[src/rtl/fmul_issue_arbiter.sv]
// rtl/fmul_issue_arbiter.sv - shares one FP multiply unit among NUM_REQ issue ports (option: FMUL_ARB_AGE_PRIO_EN = oldest-sqN grant)
module fmul_issue_arbiter #(
  parameter int NUM_REQ = 2,
  parameter int SQN_W   = 7,
  parameter int TAG_W   = 7,
  parameter int DATA_W  = 32
) (
  input  logic                        clk,
  input  logic                        rst,
  input  logic [NUM_REQ-1:0]          IN_req_valid,
  output logic [NUM_REQ-1:0]          OUT_req_ready,
  input  logic [NUM_REQ*DATA_W-1:0]   IN_req_srcA,
  input  logic [NUM_REQ*DATA_W-1:0]   IN_req_srcB,
  input  logic [NUM_REQ*3-1:0]        IN_req_rm,
  input  logic [NUM_REQ*TAG_W-1:0]    IN_req_tag,
  input  logic [NUM_REQ*SQN_W-1:0]    IN_req_sqN,
  input  logic [2:0]                  IN_fRoundMode,
  input  logic                        IN_branch_taken,
  input  logic [SQN_W-1:0]            IN_branch_sqN,
  input  logic                        IN_mul_ready,
  output logic                        OUT_mul_valid,
  output logic [DATA_W-1:0]           OUT_mul_srcA,
  output logic [DATA_W-1:0]           OUT_mul_srcB,
  output logic [2:0]                  OUT_mul_rm,
  output logic                        OUT_mul_illegal,
  output logic [TAG_W-1:0]            OUT_mul_tag,
  output logic [SQN_W-1:0]            OUT_mul_sqN,
  output logic [$clog2(NUM_REQ)-1:0]  OUT_mul_port
);
  localparam int PW = $clog2(NUM_REQ);

  // A is strictly younger than B when the wrapped difference is positive and non-zero.
  function automatic logic f_younger(input logic [SQN_W-1:0] a, input logic [SQN_W-1:0] b);
    logic [SQN_W-1:0] d;
    d = a - b;
    return !d[SQN_W-1] && (d != '0);
  endfunction

  logic [NUM_REQ-1:0] r_buf_valid;
  logic [DATA_W-1:0]  r_buf_srcA [NUM_REQ];
  logic [DATA_W-1:0]  r_buf_srcB [NUM_REQ];
  logic [2:0]         r_buf_rm   [NUM_REQ];
  logic [TAG_W-1:0]   r_buf_tag  [NUM_REQ];
  logic [SQN_W-1:0]   r_buf_sqN  [NUM_REQ];

  logic               r_mul_valid;
  logic [DATA_W-1:0]  r_mul_srcA;
  logic [DATA_W-1:0]  r_mul_srcB;
  logic [2:0]         r_mul_rm;
  logic [TAG_W-1:0]   r_mul_tag;
  logic [SQN_W-1:0]   r_mul_sqN;
  logic [PW-1:0]      r_mul_port;
  logic [PW-1:0]      r_ptr;

  logic [NUM_REQ-1:0] w_buf_squash;
  logic [NUM_REQ-1:0] w_in_squash;
  logic [NUM_REQ-1:0] w_cand;
  logic [NUM_REQ-1:0] w_grant;
  logic [2:0]         w_rm_res [NUM_REQ];
  logic               w_issue_free;
  logic               w_iss_squash;
  logic               w_gnt_any;
  logic [PW-1:0]      w_gnt_idx;
  logic [PW-1:0]      w_ptr_nxt;
`ifdef FMUL_ARB_AGE_PRIO_EN
`else
  logic [PW:0]        w_idx;
`endif

  // Squash flags, grant candidates and dynamic rounding-mode resolution per port.
  always_comb begin
    for (int i = 0; i < NUM_REQ; i++) begin
      w_buf_squash[i] = IN_branch_taken & f_younger(r_buf_sqN[i], IN_branch_sqN);
      w_in_squash[i]  = IN_branch_taken & f_younger(IN_req_sqN[i*SQN_W +: SQN_W], IN_branch_sqN);
      w_cand[i]       = r_buf_valid[i] & ~w_buf_squash[i];
      w_rm_res[i]     = (IN_req_rm[i*3 +: 3] == 3'b111) ? IN_fRoundMode : IN_req_rm[i*3 +: 3];
    end
  end

  assign w_issue_free = !r_mul_valid | IN_mul_ready;
  assign w_iss_squash = r_mul_valid & IN_branch_taken & f_younger(r_mul_sqN, IN_branch_sqN);

  // Select at most one candidate: round-robin from r_ptr, or oldest sqN when age priority is built in.
  always_comb begin
    w_gnt_any = 1'b0;
    w_gnt_idx = '0;
`ifdef FMUL_ARB_AGE_PRIO_EN
    for (int i = 0; i < NUM_REQ; i++) begin
      if (w_cand[i] && (!w_gnt_any || f_younger(r_buf_sqN[w_gnt_idx], r_buf_sqN[i]))) begin
        w_gnt_any = 1'b1;
        w_gnt_idx = PW'(i);
      end
    end
`else
    w_idx = '0;
    for (int k = 0; k < NUM_REQ; k++) begin
      w_idx = {1'b0, r_ptr} + (PW+1)'(k);
      if (w_idx >= (PW+1)'(NUM_REQ)) w_idx = w_idx - (PW+1)'(NUM_REQ);
      if (!w_gnt_any && w_cand[w_idx[PW-1:0]]) begin
        w_gnt_any = 1'b1;
        w_gnt_idx = w_idx[PW-1:0];
      end
    end
`endif
    if (!w_issue_free) w_gnt_any = 1'b0;
    w_grant = '0;
    if (w_gnt_any) w_grant[w_gnt_idx] = 1'b1;
    w_ptr_nxt = (w_gnt_idx == PW'(NUM_REQ - 1)) ? '0 : w_gnt_idx + PW'(1);
  end

  // A buffer is free when empty or when it is being handed to the issue stage this cycle.
  assign OUT_req_ready = ~r_buf_valid | w_grant;

  // Holding buffers: capture on handshake (dropping flushed uops), clear on grant or squash.
  always_ff @(posedge clk or negedge rst) begin
    if (!rst) begin
      r_buf_valid <= '0;
      for (int i = 0; i < NUM_REQ; i++) begin
        r_buf_srcA[i] <= '0;
        r_buf_srcB[i] <= '0;
        r_buf_rm[i]   <= '0;
        r_buf_tag[i]  <= '0;
        r_buf_sqN[i]  <= '0;
      end
    end else begin
      for (int i = 0; i < NUM_REQ; i++) begin
        if (IN_req_valid[i] && OUT_req_ready[i]) begin
          r_buf_valid[i] <= !w_in_squash[i];
          r_buf_srcA[i]  <= IN_req_srcA[i*DATA_W +: DATA_W];
          r_buf_srcB[i]  <= IN_req_srcB[i*DATA_W +: DATA_W];
          r_buf_rm[i]    <= w_rm_res[i];
          r_buf_tag[i]   <= IN_req_tag[i*TAG_W +: TAG_W];
          r_buf_sqN[i]   <= IN_req_sqN[i*SQN_W +: SQN_W];
        end else if (w_grant[i] || w_buf_squash[i]) begin
          r_buf_valid[i] <= 1'b0;
        end
      end
    end
  end

  // Issue stage: load the granted uop when free, otherwise hold; a flushed uop is dropped either way.
  always_ff @(posedge clk or negedge rst) begin
    if (!rst) begin
      r_mul_valid <= 1'b0;
      r_mul_srcA  <= '0;
      r_mul_srcB  <= '0;
      r_mul_rm    <= '0;
      r_mul_tag   <= '0;
      r_mul_sqN   <= '0;
      r_mul_port  <= '0;
      r_ptr       <= '0;
    end else if (w_issue_free) begin
      if (w_gnt_any) begin
        r_mul_valid <= 1'b1;
        r_mul_srcA  <= r_buf_srcA[w_gnt_idx];
        r_mul_srcB  <= r_buf_srcB[w_gnt_idx];
        r_mul_rm    <= r_buf_rm[w_gnt_idx];
        r_mul_tag   <= r_buf_tag[w_gnt_idx];
        r_mul_sqN   <= r_buf_sqN[w_gnt_idx];
        r_mul_port  <= w_gnt_idx;
        r_ptr       <= w_ptr_nxt;
      end else begin
        r_mul_valid <= 1'b0;
      end
    end else if (w_iss_squash) begin
      r_mul_valid <= 1'b0;
    end
  end

  assign OUT_mul_valid   = r_mul_valid;
  assign OUT_mul_srcA    = r_mul_srcA;
  assign OUT_mul_srcB    = r_mul_srcB;
  assign OUT_mul_rm      = r_mul_rm;
  assign OUT_mul_illegal = (r_mul_rm >= 3'b101);
  assign OUT_mul_tag     = r_mul_tag;
  assign OUT_mul_sqN     = r_mul_sqN;
  assign OUT_mul_port    = r_mul_port;
endmodule

[config.mk]
export PLATFORM = sky130hd
export DESIGN_NAME = fmul_issue_arbiter
export DESIGN_NICKNAME = d
export VERILOG_FILES = /design/src/rtl/fmul_issue_arbiter.sv
export SDC_FILE = /design/constraint.sdc
export NUM_CORES = 1
export LEC_CHECK = 0
export BUFFER_PORTS_ARGS = -buffer_cell sky130_fd_sc_hd__buf_2
export CAP_MARGIN = 0
export CORE_MARGIN = 10
export CORE_UTILIZATION = 55
export CTS_CLUSTER_SIZE = 16
export DETAILED_ROUTE_END_ITERATION = 16
export GPL_TIMING_DRIVEN = 1
export PLACE_DENSITY = 0.79
export SYNTH_ARGS = -nofsm -noshare
export SYNTH_HDL_FRONTEND = slang
export SYNTH_SLANG_ARGS = --single-unit
[constraint.sdc]
create_clock -name clk -period 4.8 [get_ports clk]
set_input_delay 0.96 -clock clk [delete_from_list [all_inputs] [get_ports clk]]
set_output_delay 0.96 -clock clk [all_outputs]
set_load 0.01 [all_outputs]
Yosys cells after proc, flatten, opt, wreduce, memory -nomap -nowiden
Cells that the tools add are included.
- memories kept: 0
- flip-flop bits (word level): 248
- bits of input ports: 178
- bits in read-only memories: 0
- RAM bits: 0
- latch bits: 0
- logic and storage cells: 121
- eq/ne operators: 2
- $lt $le $gt $ge: 8
- div/mod/pow operators: 0
- multipliers: 0
- $add $sub $neg: 9
- reductions and logical operators: 29
- multiplexer cells: 39
- bitwise logic cells: 14
- shift operators: 0
- operator list (operator ; count):
    $mux W32 ; 6
    $mux W7 ; 6
    $reduce_bool A7 Y1 ; 5
    $sub A7 B7 Y7 ; 5
    $mux W1 ; 20
    $mux W3 ; 5
    $logic_and A1 B1 Y1 ; 9
    $logic_not A1 Y1 ; 9
    $and A1 B1 Y1 ; 8
    $eq A3 B3 Y1 const B ; 2
    $lt A1 B2 Y1 const B ; 3
    $reduce_bool A2 Y1 ; 3
    $ge A2 B2 Y1 const B ; 2
    $ge A3 B3 Y1 const B ; 1
    $add A1 B1 Y2 const B ; 1
    $ge A1 B2 Y1 const B ; 1
    $logic_or A1 B1 Y1 ; 2
    $mux W2 ; 1
    $not A1 Y1 ; 2
    $not A1 Y2 ; 1
    $not A2 Y2 ; 1
    $or A2 B2 Y2 ; 1
    $reduce_and A2 Y1 ; 1
    $sub A1 B1 Y1 const B ; 2
    other kinds (4) ; 4

Logic depth before layout (Yosys ltp)
Gate-level depths: netlist (run 1).
- depth in word-level cells: 20
- depth in mapped cells: 14
- depth with buffers taken out: 11

Least setup slack after synthesis (run 1)
Ideal clock, no wire load.
- kind: in2out
- start: input IN_branch_sqN[1]
- end: output OUT_req_ready[1]
- path buffers: 3
- stages: 11
- data arrival time: 3.220 ns
- slack: 0.620 ns
- cell sequence: inv_1 > ha_1 > nor2b_1 > o21a_1 > a2111oi_1 > o211ai_1 > and2_1 > clkbuf_1 > clkbuf_1 > buf_2 > o21ai_0
- longest elaborated chain between the ends: 18
- elaborated cells on any way between the ends: 32
- those cells by class: 2 x add/sub; 2 x order compare; 12 x mux; 7 x bitwise; 9 x reduce/logical
- ends and longest elaborated chain (what ; line ; text):
    from (decl) ; 19 ; input logic [SQN_W-1:0] IN_branch_sqN,
    $sub A7 B7 Y7 ; 35 ; d = a - b;
    $reduce_bool A7 Y1 / $logic_not A1 Y1 (equally long branches) ; 36 ; return !d[SQN_W-1] && (d != '0);
    $logic_and A1 B1 Y1 ; 36 ;
    $and A1 B1 Y1 ; 73 ; w_buf_squash[i] = IN_branch_taken & f_younger(r_buf_sqN[i], IN_branch_sqN);
    $not A1 Y1 ; 75 ; w_cand[i] = r_buf_valid[i] & ~w_buf_squash[i];
    $and A1 B1 Y1 ; 75 ;
    $mux W1 (implied by the code) (2 in series) ; 99 ; if (!w_gnt_any && w_cand[w_idx[PW-1:0]]) begin
    $mux W1 ; 99 ;
    $logic_not A1 Y1 ; 99 ;
    $logic_and A1 B1 Y1 ; 99 ;
    $mux W1 ; 99 ;
    $lt A1 B2 Y1 (implied by the code) / $ge A1 B1 Y1 (equally long branches) ; 107 ; if (w_gnt_any) w_grant[w_gnt_idx] = 1'b1;
    $logic_and A1 B1 Y1 (implied by the code) ; 107 ;
    $mux W1 (implied by the code) ; 107 ;
    $demux W1 S1 ; 107 ;
    $mux W2 (*) ; 107 ;
    $or A2 B2 Y2 (*) ; 112 ; assign OUT_req_ready = ~r_buf_valid | w_grant;
    to (decl) ; 11 ; output logic [NUM_REQ-1:0] OUT_req_ready,
Every way passes the cells marked *; elsewhere a longest branch is shown, timed or not. The select of a mux whose other input is x is not followed.

Final worst setup path (run 1)
- start: input IN_branch_sqN[1]
- end: output OUT_req_ready[0]
The elaborated chain is that of the path after synthesis.

==> results of run 1 <==
sequential cells by signal (all words and copies together) (netlist names), 2 cells and up:
signal and cells:
OUT_mul_rm 3, OUT_mul_sqN 7, OUT_mul_srcA 32, OUT_mul_srcB 32, OUT_mul_tag 7, r_buf_rm 6, r_buf_sqN 14, r_buf_srcA 64
r_buf_srcB 64, r_buf_tag 14, r_buf_valid 2
worst paths after layout:
check,to,slack (ns)
min,r_buf_srcA[24],0.45
max,OUT_req_ready[0],0.37
max in group asynchronous,r_buf_srcB[53],3.24
min in group clk,OUT_mul_port,0.49
min reg2reg,OUT_mul_port,0.49
max reg2reg,OUT_mul_srcA[29],0.80
area by class of cell:
type,instances,share of cell area
Antenna cell,6,0.000884
Clock inverter,6,0.00258
Inverter,31,0.00685
Timing Repair Buffer,283,0.0923
Multi-Input combinational cell,1009,0.457
Tap cell,335,0.0247
Clock buffer,45,0.0497
Sequential cell,248,0.366
cells by family (layout without fill, tap and decap cells):
family / count (synthesis) / after routing / synth area share
fa+ha+maj: 35 / 35 / 0.0322
other cells: 0 / 6 / 0
xor+xnor: 16 / 16 / 0.0100
buf+inv: 186 / 365 / 0.0577
mux: 2 / 2 / 0.00136
compound gates: 553 / 553 / 0.325
simple gates: 403 / 403 / 0.153
flops: 248 / 248 / 0.421
cell usage in the layout (no fill, tap or decap), types with 28 or more instances in the layout:
cell type  count
buf_2        261
dfrtp_1      247
nand2_1      101
nor3_1        84
and2_1        82
nor3b_1       81
a221o_1       81
o211a_1       79
a21o_1        78
a211o_1       76
a22o_1        75
a31o_1        46
a31o_2        32
inv_1         30
ha_1          30
clkbuf_16     28
metal layers:
| metal | global-route usage | vias to the layer above | wire [µm] |
|---|---|---|---|
| li1 | - | 5869 | - |
| met2 | 0.398 | 546 | 20600 |
| met3 | 0.0534 | 59 | 3580 |
| met4 | 0.0737 | 2 | 756 |
| met5 | 0 | - | 12 |
| met1 | 0.343 | 6458 | 19000 |
metrics by stage:
step,cell area [µm²],util,power (µW),hold slack [ns]
2_1_floorplan,14700,-,8550,0.480
3_3_place_gp,16100,0.613,9920,0.474
3_5_place_dp,16100,0.613,10200,0.485
4_1_cts,17000,0.647,12300,0.490
5_1_grt,17000,0.648,13100,0.516
6_report,17000,0.648,12300,0.451
worst register-to-register path, delay by kind of cell (launching register included):
family / cells / cell delay (ns)
compound gates: 4 / 1.32
buf+inv: 4 / 1.14
fa+ha+maj: 2 / 0.56
simple gates: 3 / 0.47
flops: 1 / 0.41
timing repair:
action	in CTS	in global routing
setup endpoints to repair	0	1
resized for setup	0	1
setup buffers	0	0
power groups by stage:
stage / sequential, µW / clock (µW) / combinational, µW
2_1_floorplan: 3780 / 0 / 4770
3_3_place_gp: 3850 / 0 / 6070
3_5_place_dp: 3880 / 0 / 6290
4_1_cts: 3860 / 2100 / 6290
5_1_grt: 3990 / 2180 / 6910
6_report: 3890 / 2060 / 6300
==> metrics.md, run 1 <==
| Metric | Value |
|---|---|
| Most used cell, CP | buf_2 |
| Sequential Area | 6210 µm² |
| Slew Limit Fails | 0 |
| Total grt overflow | 0 |
| Hold Crit Class | input pin to asynchronous set/reset pin |
| Synth top cells by count | dfrtp_1, nand2_1, clkbuf_1 |
| Period utilization | 0.922 |
| CTS max path bufs | 3 |
| Sequence of cells on the critical path | buf_2 > inv_1 > fa_1 > a211oi_2 > o31ai_1 > or4_1 > o21a_4 > o21ai_4 > buf_2 |
| Synthesized area | 14700 µm² |
| P&R area growth vs syn | 15.1% |
| Unrepaired setup endpoints after global routing | no |
| Hold Fails Final Rpt | 0 |
| Count leader, synth | dfrtp_1 |
| Critical path's top delay family | compound AO/OA/AOI/OAI gates |
| Dpl ws | 0.169 ns |
| GRT Util Overall | 0.252 |
| Primary FF master, synth | dfrtp_1 |
| DRT Pass-1 Iters | 7 |
| Worst Reg2Reg Path Length in Cells | 13 |
| Max Cap Viol | 0 |
| Die height | 184 µm |
| Final Skew | 0.0122 ns |
| Sw Pwr | 5130 µW |
| CTS Sinks | 248 |
| H-tree depth | 1 |
| Worst setup path start | IN_branch_sqN[1] |
| Largest net degree at the start of global routing | 246 |
| Hold-fix buffers, CTS | 0 |
| Leakage power | 0.00885 µW |
| Post-synth EDFFs | 0 |
| Final worst slack | 0.374 ns |
| Core area | 26200 µm² |
| Maximum operating frequency | 226 MHz |
| Internal Power | 7130 µW |
| RR Startpoint | r_buf_sqN[0] |
| CP Capture Type | output pin |
| Syn nets | 1656 |
| Non-Filler Instances | 1963 |
| Setup CP Type | input pin to output pin |
| Cell taking the most area after synthesis | dfrtp_1 |
| Placed cells | 1906 |
| Total CTS buffers | 28 |
| Minimum clock period | 4.43 ns |
| First-pass GRT wire length | 70400 µm |
| Via count of the routed design | 12934 |
| Top cells by area, synth | dfrtp_1, a221o_1, o211a_1 |
| Final setup violating endpoints | 0 |
| Crit path largest cell delay | 0.55 ns |
| Die W | 184 µm |
| Area of the multi-input gates | 7760 µm² |
| Top cell type's share of synthesized area | 0.421 |
| Setup_tns | 0 ns |
| Fill count | 2095 |
| Worst path depth | 9 |
| Reg power frac | 0.318 |
| CTS root buffer | clkbuf_16 |
| Mean post-synth cell area | 10.2 µm² |
| PwrDens | 722 nW/µm² |
| Detailed Route WL | 44000 µm |
| Crit path required time | 3.84 ns |
| Die area | 33800 µm² |
| Vias in the first global route | 13128 |
| TritonCTS clock tree | built |
| Final ANT Viol Nets | 0 |
| Worst setup SP type | input pin |
| Outcome | completed |
| CP arrival | 3.47 ns |
| DRT iter0 DRCs | 1537 |
| RePlAce Congestion | 0.895 |
| Hpwl dp | 27300 µm |
| Warnings, synthesis | 0 |
| Post-synthesis async set-or-reset flop share | 1.00 |
| Vias per cell | 6.59 |
| Least-Margin Pin Slew | 1.18 ns |
| Clock slew at reported path FFs | 0.06 ns |
| Initial Util | 0.563 |
| IO buf count | 263 |
| Switch share | 0.418 |
| Combinational share of power | 0.514 |
| Worst-Skew Late Latency | 0.55 ns |
| WL/cell | 22.4 µm |
| Sequential share of the synthesized area | 0.421 |
| Synth unique cells | 65 |
| Post-Synthesis Cells | 1443 |
| Number of I/O pins | 264 |
| Fraction of layout cells with a size suffix above 1 | 0.229 |
| # nets final | 1814 |
| CP Buf/Inv Count | 3 |
| Clock Power Share | 0.168 |
| Peak supply drop | 0.000702 V |
| Worst rel slew slack | 0.213 |
| Seq cells post-synth | 248 |
| Initial antenna violation count | 7 |
| DR DRC count | 0 |
| Num rows | 59 |
| CP max stage cell | or4_1 |
| CP max FO | 7 |
Power figures use the tool's default switching activity.
==> run 2, diff against run 1 <==
Settings changed: CORE_MARGIN 10 to 2, CTS_CLUSTER_DIAMETER set to 150.
==> run 2 against run 1 <==
Clock power is 29% lower. Final cell count decreased by 1.1%. Clock skew increased by 0.013 ns. Core utilization decreased by 1.5 points. Sequential cell count unchanged. Via count down 0.72%. Critical path type unchanged.
==> metrics.md, run 2 (same netlist as run 1, synthesis figures left out) <==
| Metric | Value |
|---|---|
| Outcome | completed |
| Critical path's top delay family | compound AO/OA/AOI/OAI gates |
| PwrDens | 699 nW/µm² |
| Via count of the routed design | 12841 |
| Most used cell, CP | buf_2 |
| DR DRC count | 0 |
| CTS Sinks | 248 |
| Largest regs | r_buf_srcA (64), r_buf_srcB (64) |
| Fraction of layout cells with a size suffix above 1 | 0.220 |
| Sequence of cells on the critical path | buf_2 > inv_1 > fa_1 > a211oi_1 > o31ai_1 > a21oi_1 > xnor2_1 > a41oi_4 > o21ai_0 > buf_2 |
| WL/cell | 21.4 µm |
| Hold Startpoint | OUT_mul_port |
| Hold Crit Class | flop to flop |
| Total grt overflow | 0 |
| Period utilization | 0.934 |
| H-tree depth | 1 |
| TritonCTS clock tree | built |
| CP Capture Type | output pin |
| Vias per cell | 6.62 |
| Initial Util | 0.563 |
| CP Buf/Inv Count | 3 |
| Setup CP Type | input pin to output pin |
| Die area | 28100 µm² |
| Number of I/O pins | 264 |
| Worst Reg2Reg Path Length in Cells | 13 |
| Die height | 168 µm |
| Final setup violating endpoints | 0 |
| CP arrival | 3.52 ns |
| Leakage power | 0.00866 µW |
| DRT Pass-1 Iters | 5 |
| Post-CTS Resized | 0 |
| CTS max path bufs | 3 |
| Peak supply drop | 0.000569 V |
| P&R area growth vs syn | 12.5% |
| Die W | 168 µm |
| Final Skew | 0.0255 ns |
| Post-CTS Setup Inserts | 0 |
| Vias in the first global route | 12312 |
| Final ANT Viol Nets | 0 |
| DRT iter0 DRCs | 1360 |
| IO buf count | 263 |
| R2R Path End | OUT_mul_srcA[21] |
| Worst-Skew Late Latency | 0.51 ns |
| Crit path required time | 3.84 ns |
| Worst hold slack | 0.491 ns |
| Worst rel slew slack | 0.256 |
| Reg2reg setup slack | 0.79 ns |
| Hold Path End | OUT_mul_port |
| CTS root buffer | clkbuf_16 |
| RR Startpoint | r_buf_sqN[0] |
| Minimum clock period | 4.48 ns |
| Clock slew at reported path FFs | 0.08 ns |
| # nets final | 1806 |
| Hold path depth | 1 |
| Unrepaired setup endpoints after global routing | no |
| Most common cell after layout, fill and taps aside | buf_2 |
| Largest net degree at the start of global routing | 226 |
| Max Cap Viol | 0 |
| Most frequent cells in the layout | buf_2, dfrtp_1, nand2_1 |
| Worst setup SP type | input pin |
| Least-Margin Pin Slew | 1.11 ns |
| Crit path largest cell delay | 0.51 ns |
| CP max FO | 7 |
| Setup_tns | 0 ns |
| Hpwl dp | 25800 µm |
| Total CTS buffers | 19 |
| CP max stage cell | a211oi_1 |
| RePlAce Congestion | 0.877 |
| GRT Util Overall | 0.290 |
| Hold-fix buffers, CTS | 0 |
| Slew Limit Fails | 0 |
| Fill count | 2128 |
| Initial antenna violation count | 15 |
| Detailed Route WL | 41400 µm |
| First-pass GRT wire length | 67000 µm |
| Core area | 26200 µm² |
| Maximum operating frequency | 223 MHz |
| Num rows | 59 |
| Hold Fails Final Rpt | 0 |
-- run 2: changes by cell type in the layout (fill, tap and decap cells not counted), moves of 2 or more --
cell / before / now
buf_4: 14 / 17
diode_2: 6 / 12
clkinv_2: 4 / 1
clkbuf_16: 28 / 19
clkbuf_8: 8 / 0
clkbuf_1: 9 / 1
inv_6: 0 / 2
-- run 2: per-stage QoR --
step                      power (µW)  utilization  cell area [µm²]  setup slack (ns)  instances
after floorplan                 8550            -            14700             0.620       1443
after global placement          9880        0.613            16100             0.209       1907
after detailed placement       10100        0.613            16100             0.108       1907
after CTS                      11600        0.632            16600             0.369       1929
after global routing           12400        0.633            16600             0.135       1937
final                          11600        0.633            16600             0.317       1941
-- run 2: metal layers --
metal	global-route usage	vias to the layer above	routed length, µm
li1	-	5854	-
met1	0.411	6373	17700
met2	0.455	534	19300
met3	0.0546	74	3270
met4	0.0896	6	1080
met5	0	-	44
-- run 2: worst max-delay path by stage --
stage	startpoint	endpoint	slack, ns	depth (start not counted)
after floorplan	IN_branch_sqN[1]	OUT_req_ready[1]	0.62	11
after global placement	IN_branch_sqN[1]	OUT_mul_srcA[19]	0.21	12
after detailed placement	IN_branch_sqN[1]	OUT_mul_srcA[10]	0.11	12
after CTS	IN_branch_sqN[1]	OUT_req_ready[1]	0.37	10
after global routing	IN_branch_sqN[1]	OUT_req_ready[1]	0.14	10
final	IN_branch_sqN[1]	OUT_req_ready[1]	0.32	10
-- run 2: worst reg2reg max path, delay by kind of cell, from the launching register on --
family,cells,cell delay [ns]
AO/OA/AOI/OAI,4,1.20
buffers and inverters,4,1.19
adder cells (fa/ha/maj),2,0.59
AND/OR/NAND/NOR,3,0.50
flip-flops,1,0.40
-- run 2: where the power goes --
group	leakage, µW	internal [µW]	total [µW]	switching [µW]
combinational	0.00540	2770	6270	3500
clock	0.000244	714	1470	751
sequential	0.00302	3150	3860	714
-- run 2: area by class of cell --
| cell class | count | area (µm²) | share of cell area |
|---|---|---|---|
| Multi-Input combinational cell | 1009 | 7760 | 0.468 |
| Sequential cell | 248 | 6210 | 0.374 |
| Timing Repair Buffer | 284 | 1560 | 0.0942 |
| Clock buffer | 20 | 479 | 0.0289 |
| Tap cell | 335 | 419 | 0.0253 |
| Inverter | 31 | 118 | 0.00709 |
| Antenna cell | 12 | 30.0 | 0.00181 |
| Clock inverter | 2 | 17.5 | 0.00106 |
